File: src/rtl/merge_pkg.sv
// Shared definitions for the merge network and its consumers.
//   WIDTH  : bits per element (key width)
//   N      : elements per merger input list; a merged frame holds 2*N
//   IDXW   : width of an element index within a merged frame
//   state_t: serializer FSM states
//   elem_t : one element
package merge_pkg;

    localparam int WIDTH = 3;
    localparam int N     = 8;
    localparam int IDXW  = $clog2(2 * N);

    typedef enum logic {
        IDLE = 1'b0,
        SEND = 1'b1
    } state_t;

    typedef logic [WIDTH-1:0] elem_t;

endpackage

File: src/rtl/merged_list_serializer.sv
// Streams a packed merged frame of 2*N sorted elements out one element per
// cycle (element 0 first) under valid/ready, and raises a sticky flag if any
// emitted element is smaller than its predecessor within the same frame.
//
// Ports:
//   clk, rst             rising-edge clock, synchronous active-high reset
//   in_valid / in_ready  frame handshake; in_data is the packed frame,
//                        element i at [(i+1)*WIDTH-1 : i*WIDTH]
//   out_valid/out_ready  element handshake
//   out_data             current element
//   out_index            position of out_data within the frame
//   out_last             current element is the final one of the frame
//   order_err            sticky ordering-violation flag, cleared only by rst
module merged_list_serializer #(
    parameter int WIDTH = merge_pkg::WIDTH,
    parameter int N     = merge_pkg::N,
    parameter int IDXW  = $clog2(2 * N)
) (
    input  logic                   clk,
    input  logic                   rst,
    input  logic                   in_valid,
    output logic                   in_ready,
    input  logic [2*N*WIDTH-1:0]   in_data,
    output logic                   out_valid,
    input  logic                   out_ready,
    output logic [WIDTH-1:0]       out_data,
    output logic [IDXW-1:0]        out_index,
    output logic                   out_last,
    output logic                   order_err
);

    import merge_pkg::*;

    localparam logic [IDXW-1:0] LAST_IDX = IDXW'(2 * N - 1);

    state_t                 state_q, state_d;
    logic [2*N*WIDTH-1:0]   sreg_q,  sreg_d;
    logic [IDXW-1:0]        idx_q,   idx_d;
    logic [WIDTH-1:0]       prev_q,  prev_d;
    logic                   prev_vld_q, prev_vld_d;
    logic                   err_q,   err_d;

    logic                   beat;
    logic                   accept;

    assign out_valid = (state_q == SEND);
    assign out_data  = sreg_q[WIDTH-1:0];
    assign out_index = idx_q;
    assign out_last  = (state_q == SEND) && (idx_q == LAST_IDX);
    assign order_err = err_q;

    // Accepting on the last beat's cycle lets frames run back to back.
    assign in_ready  = !rst && ((state_q == IDLE) || (out_last && out_ready));

    assign beat      = out_valid && out_ready;
    assign accept    = in_valid && in_ready;

    always_comb begin
        state_d    = state_q;
        sreg_d     = sreg_q;
        idx_d      = idx_q;
        prev_d     = prev_q;
        prev_vld_d = prev_vld_q;
        err_d      = err_q;

        if (beat) begin
            sreg_d     = sreg_q >> WIDTH;
            prev_d     = out_data;
            prev_vld_d = 1'b1;
            if (prev_vld_q && (out_data < prev_q)) begin
                err_d = 1'b1;
            end
            // idx holds at the final position rather than wrapping; only a
            // new accept returns it to 0.
            if (out_last) begin
                state_d = IDLE;
            end else begin
                idx_d = idx_q + 1'b1;
            end
        end

        // A new frame overrides the post-beat update; prev is invalidated so
        // element 0 is never compared against the previous frame's tail.
        if (accept) begin
            state_d    = SEND;
            sreg_d     = in_data;
            idx_d      = '0;
            prev_d     = '0;
            prev_vld_d = 1'b0;
        end
    end

    always_ff @(posedge clk) begin
        if (rst) begin
            state_q    <= IDLE;
            sreg_q     <= '0;
            idx_q      <= '0;
            prev_q     <= '0;
            prev_vld_q <= 1'b0;
            err_q      <= 1'b0;
        end else begin
            state_q    <= state_d;
            sreg_q     <= sreg_d;
            idx_q      <= idx_d;
            prev_q     <= prev_d;
            prev_vld_q <= prev_vld_d;
            err_q      <= err_d;
        end
    end

endmodule

File: config.mk
export PLATFORM = sky130hd
export DESIGN_NAME = merged_list_serializer
export DESIGN_NICKNAME = d
export VERILOG_FILES = /design/src/rtl/merge_pkg.sv /design/src/rtl/merged_list_serializer.sv
export SDC_FILE = /design/constraint.sdc
export NUM_CORES = 1
export LEC_CHECK = 0
export CORE_AREA = 4 4 106 88
export CTS_BUF_LIST = sky130_fd_sc_hd__clkbuf_8
export DETAILED_ROUTE_END_ITERATION = 7
export DIE_AREA = 0 0 110 92
export PLACE_DENSITY_LB_ADDON = 0.1
export SETUP_SLACK_MARGIN = 0.05
export SLEW_MARGIN = 20
export SYNTH_ARGS = -nofsm -noshare
export SYNTH_HDL_FRONTEND = slang
export SYNTH_SLANG_ARGS = --single-unit
File: constraint.sdc
create_clock -name clk -period 2.1 [get_ports clk]
set_input_delay 0.42 -clock clk [delete_from_list [all_inputs] [get_ports clk]]
set_output_delay 0.42 -clock clk [all_outputs]
set_load 0.05 [all_outputs]
* Word-level counts from Yosys, hierarchy flattened
Index checks and enable logic that the tools add are counted.
Storage, ports and cells: register bits 58, bits in latches 0, memory bits (writable) 0, memory bits (read-only) 0, bits of input ports 52, output and inout port bits 11, logic and storage cells 30, memories kept 0
Operators by class: add/sub/neg operators 1, $mul 0, div/mod/pow operators 0, order comparisons 1, eq/ne operators 1, shift operators 0, muxes and demuxes 5, bitwise logic cells 2, reduce and logical (&&, ||, !) cells 14
Operators with widths (number):
- $mux W48 | 2
- $logic_and A1 B1 Y1 | 6
- $reduce_and A2 Y1 | 3
- $add A4 B1 Y4 const B | 1
- $eq A4 B4 Y1 const B | 1
- $reduce_bool A2 Y1 | 2
- $lt A3 B3 Y1 | 1
- $mux W1 | 3
- $not A1 Y1 | 2
- $reduce_or A2 Y1 | 1
- $logic_not A1 Y1 | 1
- $logic_or A1 B1 Y1 | 1

* Longest topological paths before layout
word-level depth 8, mapped depth 7, gate-level depth less buffers 5

* Worst setup path after synthesis
OpenSTA, ideal clock, no wires.
path kind register -> output, from register idx_q[0] (netlist: out_index[0]), to output in_ready, arrival time 1.963 ns, data required time 1.680 ns, slack -0.283 ns, stages on the path, launching flop included 4, path buffers 0, cell sequence dfxtp_1 -> ha_1 -> nand4_2 -> a21oi_1
On the way: longest elaborated chain between the ends 5
Ends and longest elaborated chain:
- start: declaration | line merged_list_serializer.sv:38 | logic [IDXW-1:0] idx_q, idx_d;
- start signal: assignment | line merged_list_serializer.sv:104 | idx_q <= idx_d;
- $eq A4 B4 Y1 | line merged_list_serializer.sv:49 | assign out_last = (state_q == SEND) && (idx_q == LAST_IDX);
- $logic_and A1 B1 Y1 | line merged_list_serializer.sv:49
- $logic_and A1 B1 Y1 | line merged_list_serializer.sv:53 | assign in_ready = !rst && ((state_q == IDLE) || (out_last && out_ready));
- $logic_or A1 B1 Y1 | line merged_list_serializer.sv:53
- $logic_and A1 B1 Y1 | line merged_list_serializer.sv:53
- end: declaration | line merged_list_serializer.sv:22 | output logic in_ready,
No other way between the ends.

* Worst setup path after layout
Same ends and word-level chain as after synthesis.

==> impl_metrics.toml <==
[run_status]
status = "complete, no violations"

[layout]
fin_nets = 436
layout_commonest_cell = "nand2_1"
seq_area_sq_um = 1160
fin_area_sq_um = 3760
areaGrowthSynthToFinish_pct = 34.3
fillers = 843
layout_common_cells = "nand2_1, dfxtp_1, clkdlybuf4s50_1"
multi_input_area_sq_um = 1470
fin_cells = 498
diodes = 0
drive_above_1_share = 0.197

[placement]
place_ws_ps = 48.4
placed_area_sq_um = 3590
place_inst = 482
post-dp-hpwl_mm = 4.70
gp_congestion = 0.709
numPortBuffers = 62

[synthesis]
synthCells = 327
synth_area_per_cell_sq_um = 8.57
ys_seq_area_frac = 0.414
synth_area_sq_um = 2800
synth_warnings = 0
synth_cell_types = 24
ys_seq_elements = 58
mappedNetlistNets = 382

[cts]
cts_tree = "yes"
root_buffer = "clkbuf_8"
clk_pin_slew_ps = 60
clkLatencyLatePin_ps = 340
cts_num_sinks = 58
htreeDepth = 3
clockBufferDepth = 2
hold_buffers = 0
post_cts_buffers = 0
cts_made_buffers = 9

[drt]
drt_iter0_markers = 110
wl_per_cell_um = 14.3
routed_wl_mm = 7.13
avgViaCountPerCell = 4.87
vias = 2425
drc = 0
ant_nets = 0
drtPass1Iterations = 4

[grt]
grt_pass1_wl_mm = 11.8
grt_pass1_vias = 2305
gr-max-usage-layer = "met1"
use_met3 = 0.0605
met1_usage = 0.221
met2_usage = 0.201
grt_max_degree = 50
antenna_found_initial = 0
grt_overflow = 0
grt_usage = 0.152

[floorplanning]
die_area_sq_um = 10100
die_h_um = 92
boundaryPins = 63
core.rowCount = 30
die_w_um = 110
start_util = 0.338
core_sq_um = 8300

[flow_run]
maxCapViolCount = 0

[worst_hold_path]
min_to = "order_err$_SDFFE_PP0P_"
hp-class = "in -> reg"
holdPathStages = 2
hp-start = "rst"

[power]
p_switching_uw = 732
p_sw_frac = 0.282
internal_power_mw = 1.86
combPwrFrac = 0.185
leakagePower_nw = 1.37
pwr-share-clk = 0.342
power_density_nw_per_um2 = 688
vdd_drop_max_uv = 242
seqPwrFrac = 0.474

[sta]
tns_ps = 0
clock_skew_ps = 10.0
min_period_over_period = 0.943
rsz0062_at_grt = "yes"
worst_slew_pin_slew_ps = 520
slew_violations = 0
fin_ws_ps = 119
layout_min_cycle_time_ps = 1980
slew_headroom = 0.653
finalHoldViolCount = 0
clock.fmax_ghz = 0.505
hold_slack_ps = 372
setup_violations = 0

[worst_setup_path]
critPathArrivalTime_ps = 1560
rr_startpoint = "out_index[0]$_SDFFE_PP0P_"
cp_max_fo = 5
path_class = "reg -> out"
r2r-end = "sreg_q[6]$_SDFFE_PP0P_"
reg2reg_slack_ps = 370
path_cells = "ha_2 -> nand4_2 -> a21oi_2 -> buf_12"
rr_worst_depth = 6
required_ps = 1680
cp-start-kind = "register"
slowest_stage = "dfxtp_1"
crit_family = "flip-flops"
slowest_delay_ps = 400
endpoint_kind = "output pin"
critPathBufInv = 1
==> synthesized netlist by cell type, drive strengths merged <==
library cell	n	area share
nand4	1	0.0045
ha	3	0.013
nor3	3	0.0054
nand3	5	0.0089
mux2i	1	0.0036
buf	18	0.046
dfxtp	58	0.41
inv	5	0.0067
clkbuf	13	0.017
nand2	102	0.14
a211oi	1	0.0027
a21bo	1	0.0036
a21oi	11	0.020
a21boi	1	0.0027
nand2b	2	0.0045
xor2	1	0.0031
nor2	53	0.071
o21ai	1	0.0018
a311oi	45	0.23
and2	1	0.0022
nor3b	1	0.0027
==> flip-flops by register name (all words and copies together) (netlist names) <==
name,cells
prev_q,3
out_index,4
out_valid,1
order_err,1
sreg_q,48
prev_vld_q,1
==> layer usage <==
metal	up-vias	wire (um)
met5	-	0
met4	0	59
met3	5	413
met2	42	3020
met1	1150	3630
li1	1228	-
==> kinds of logic (layout without fill, tap and decap cells) <==
family,count (synthesis),in the layout,synth area share
simple gates,168,168,0.236
compound gates,60,60,0.260
flops,58,58,0.414
buf+inv,36,95,0.0701
fa+ha+maj,3,3,0.0134
xor+xnor,1,1,0.00312
mux,1,1,0.00357
==> worst reg2reg max path: stages (launching register included) <==
cell      delay, ps
dfxtp_1         400
ha_2            260
nand4_2         170
a21bo_4         350
buf_12          210
nor2_1          150
a311oi_2         60
==> per-stage QoR <==
| stage | util | power, mW |
|---|---|---|
| 6_report | 0.454 | 2.59 |
| 5_1_grt | 0.454 | 2.72 |
| 4_1_cts | 0.453 | 2.63 |
| 3_5_place_dp | 0.433 | 1.73 |
| 3_3_place_gp | 0.433 | 1.73 |
| 2_1_floorplan | - | 1.54 |
==> power by group through the flow <==
stage,clock network (mW),registers (mW),logic [mW]
after global routing,0.960,1.24,0.525
after detailed placement,0,1.25,0.484
after global placement,0,1.25,0.480
final,0.885,1.23,0.479
after CTS,0.911,1.23,0.487
after floorplan,0,1.25,0.294
==> worst max path at each step <==
stage	start	to	slack (ps)	cells after the start
after floorplan	out_index[0]$_SDFFE_PP0P_	in_ready	9	3
after global placement	out_ready	sreg_q[42]$_SDFFE_PP0P_	90	6
after detailed placement	out_ready	sreg_q[1]$_SDFFE_PP0P_	50	6
after CTS	sreg_q[0]$_SDFFE_PP0P_	out_data[0]	60	1
after global routing	out_index[0]$_SDFFE_PP0P_	in_ready	10	4
final	out_index[0]$_SDFFE_PP0P_	in_ready	120	4
==> final cells by class <==
class / count / area share
repair buffers: 74 / 0.217
multi-input cells: 233 / 0.389
well taps: 112 / 0.0372
inverters: 5 / 0.00499
flip-flops and latches: 58 / 0.308
clock buffers: 10 / 0.0366
clock inverters: 6 / 0.00698
==> what timing repair did <==
item                                    4_1_cts  5_1_grt
resized for setup                             3        3
hold endpoints to repair                      0        0
endpoints found under the setup margin        3        4
pin swaps                                     0        1
No activity file was read; power rests on OpenSTA's default activity.
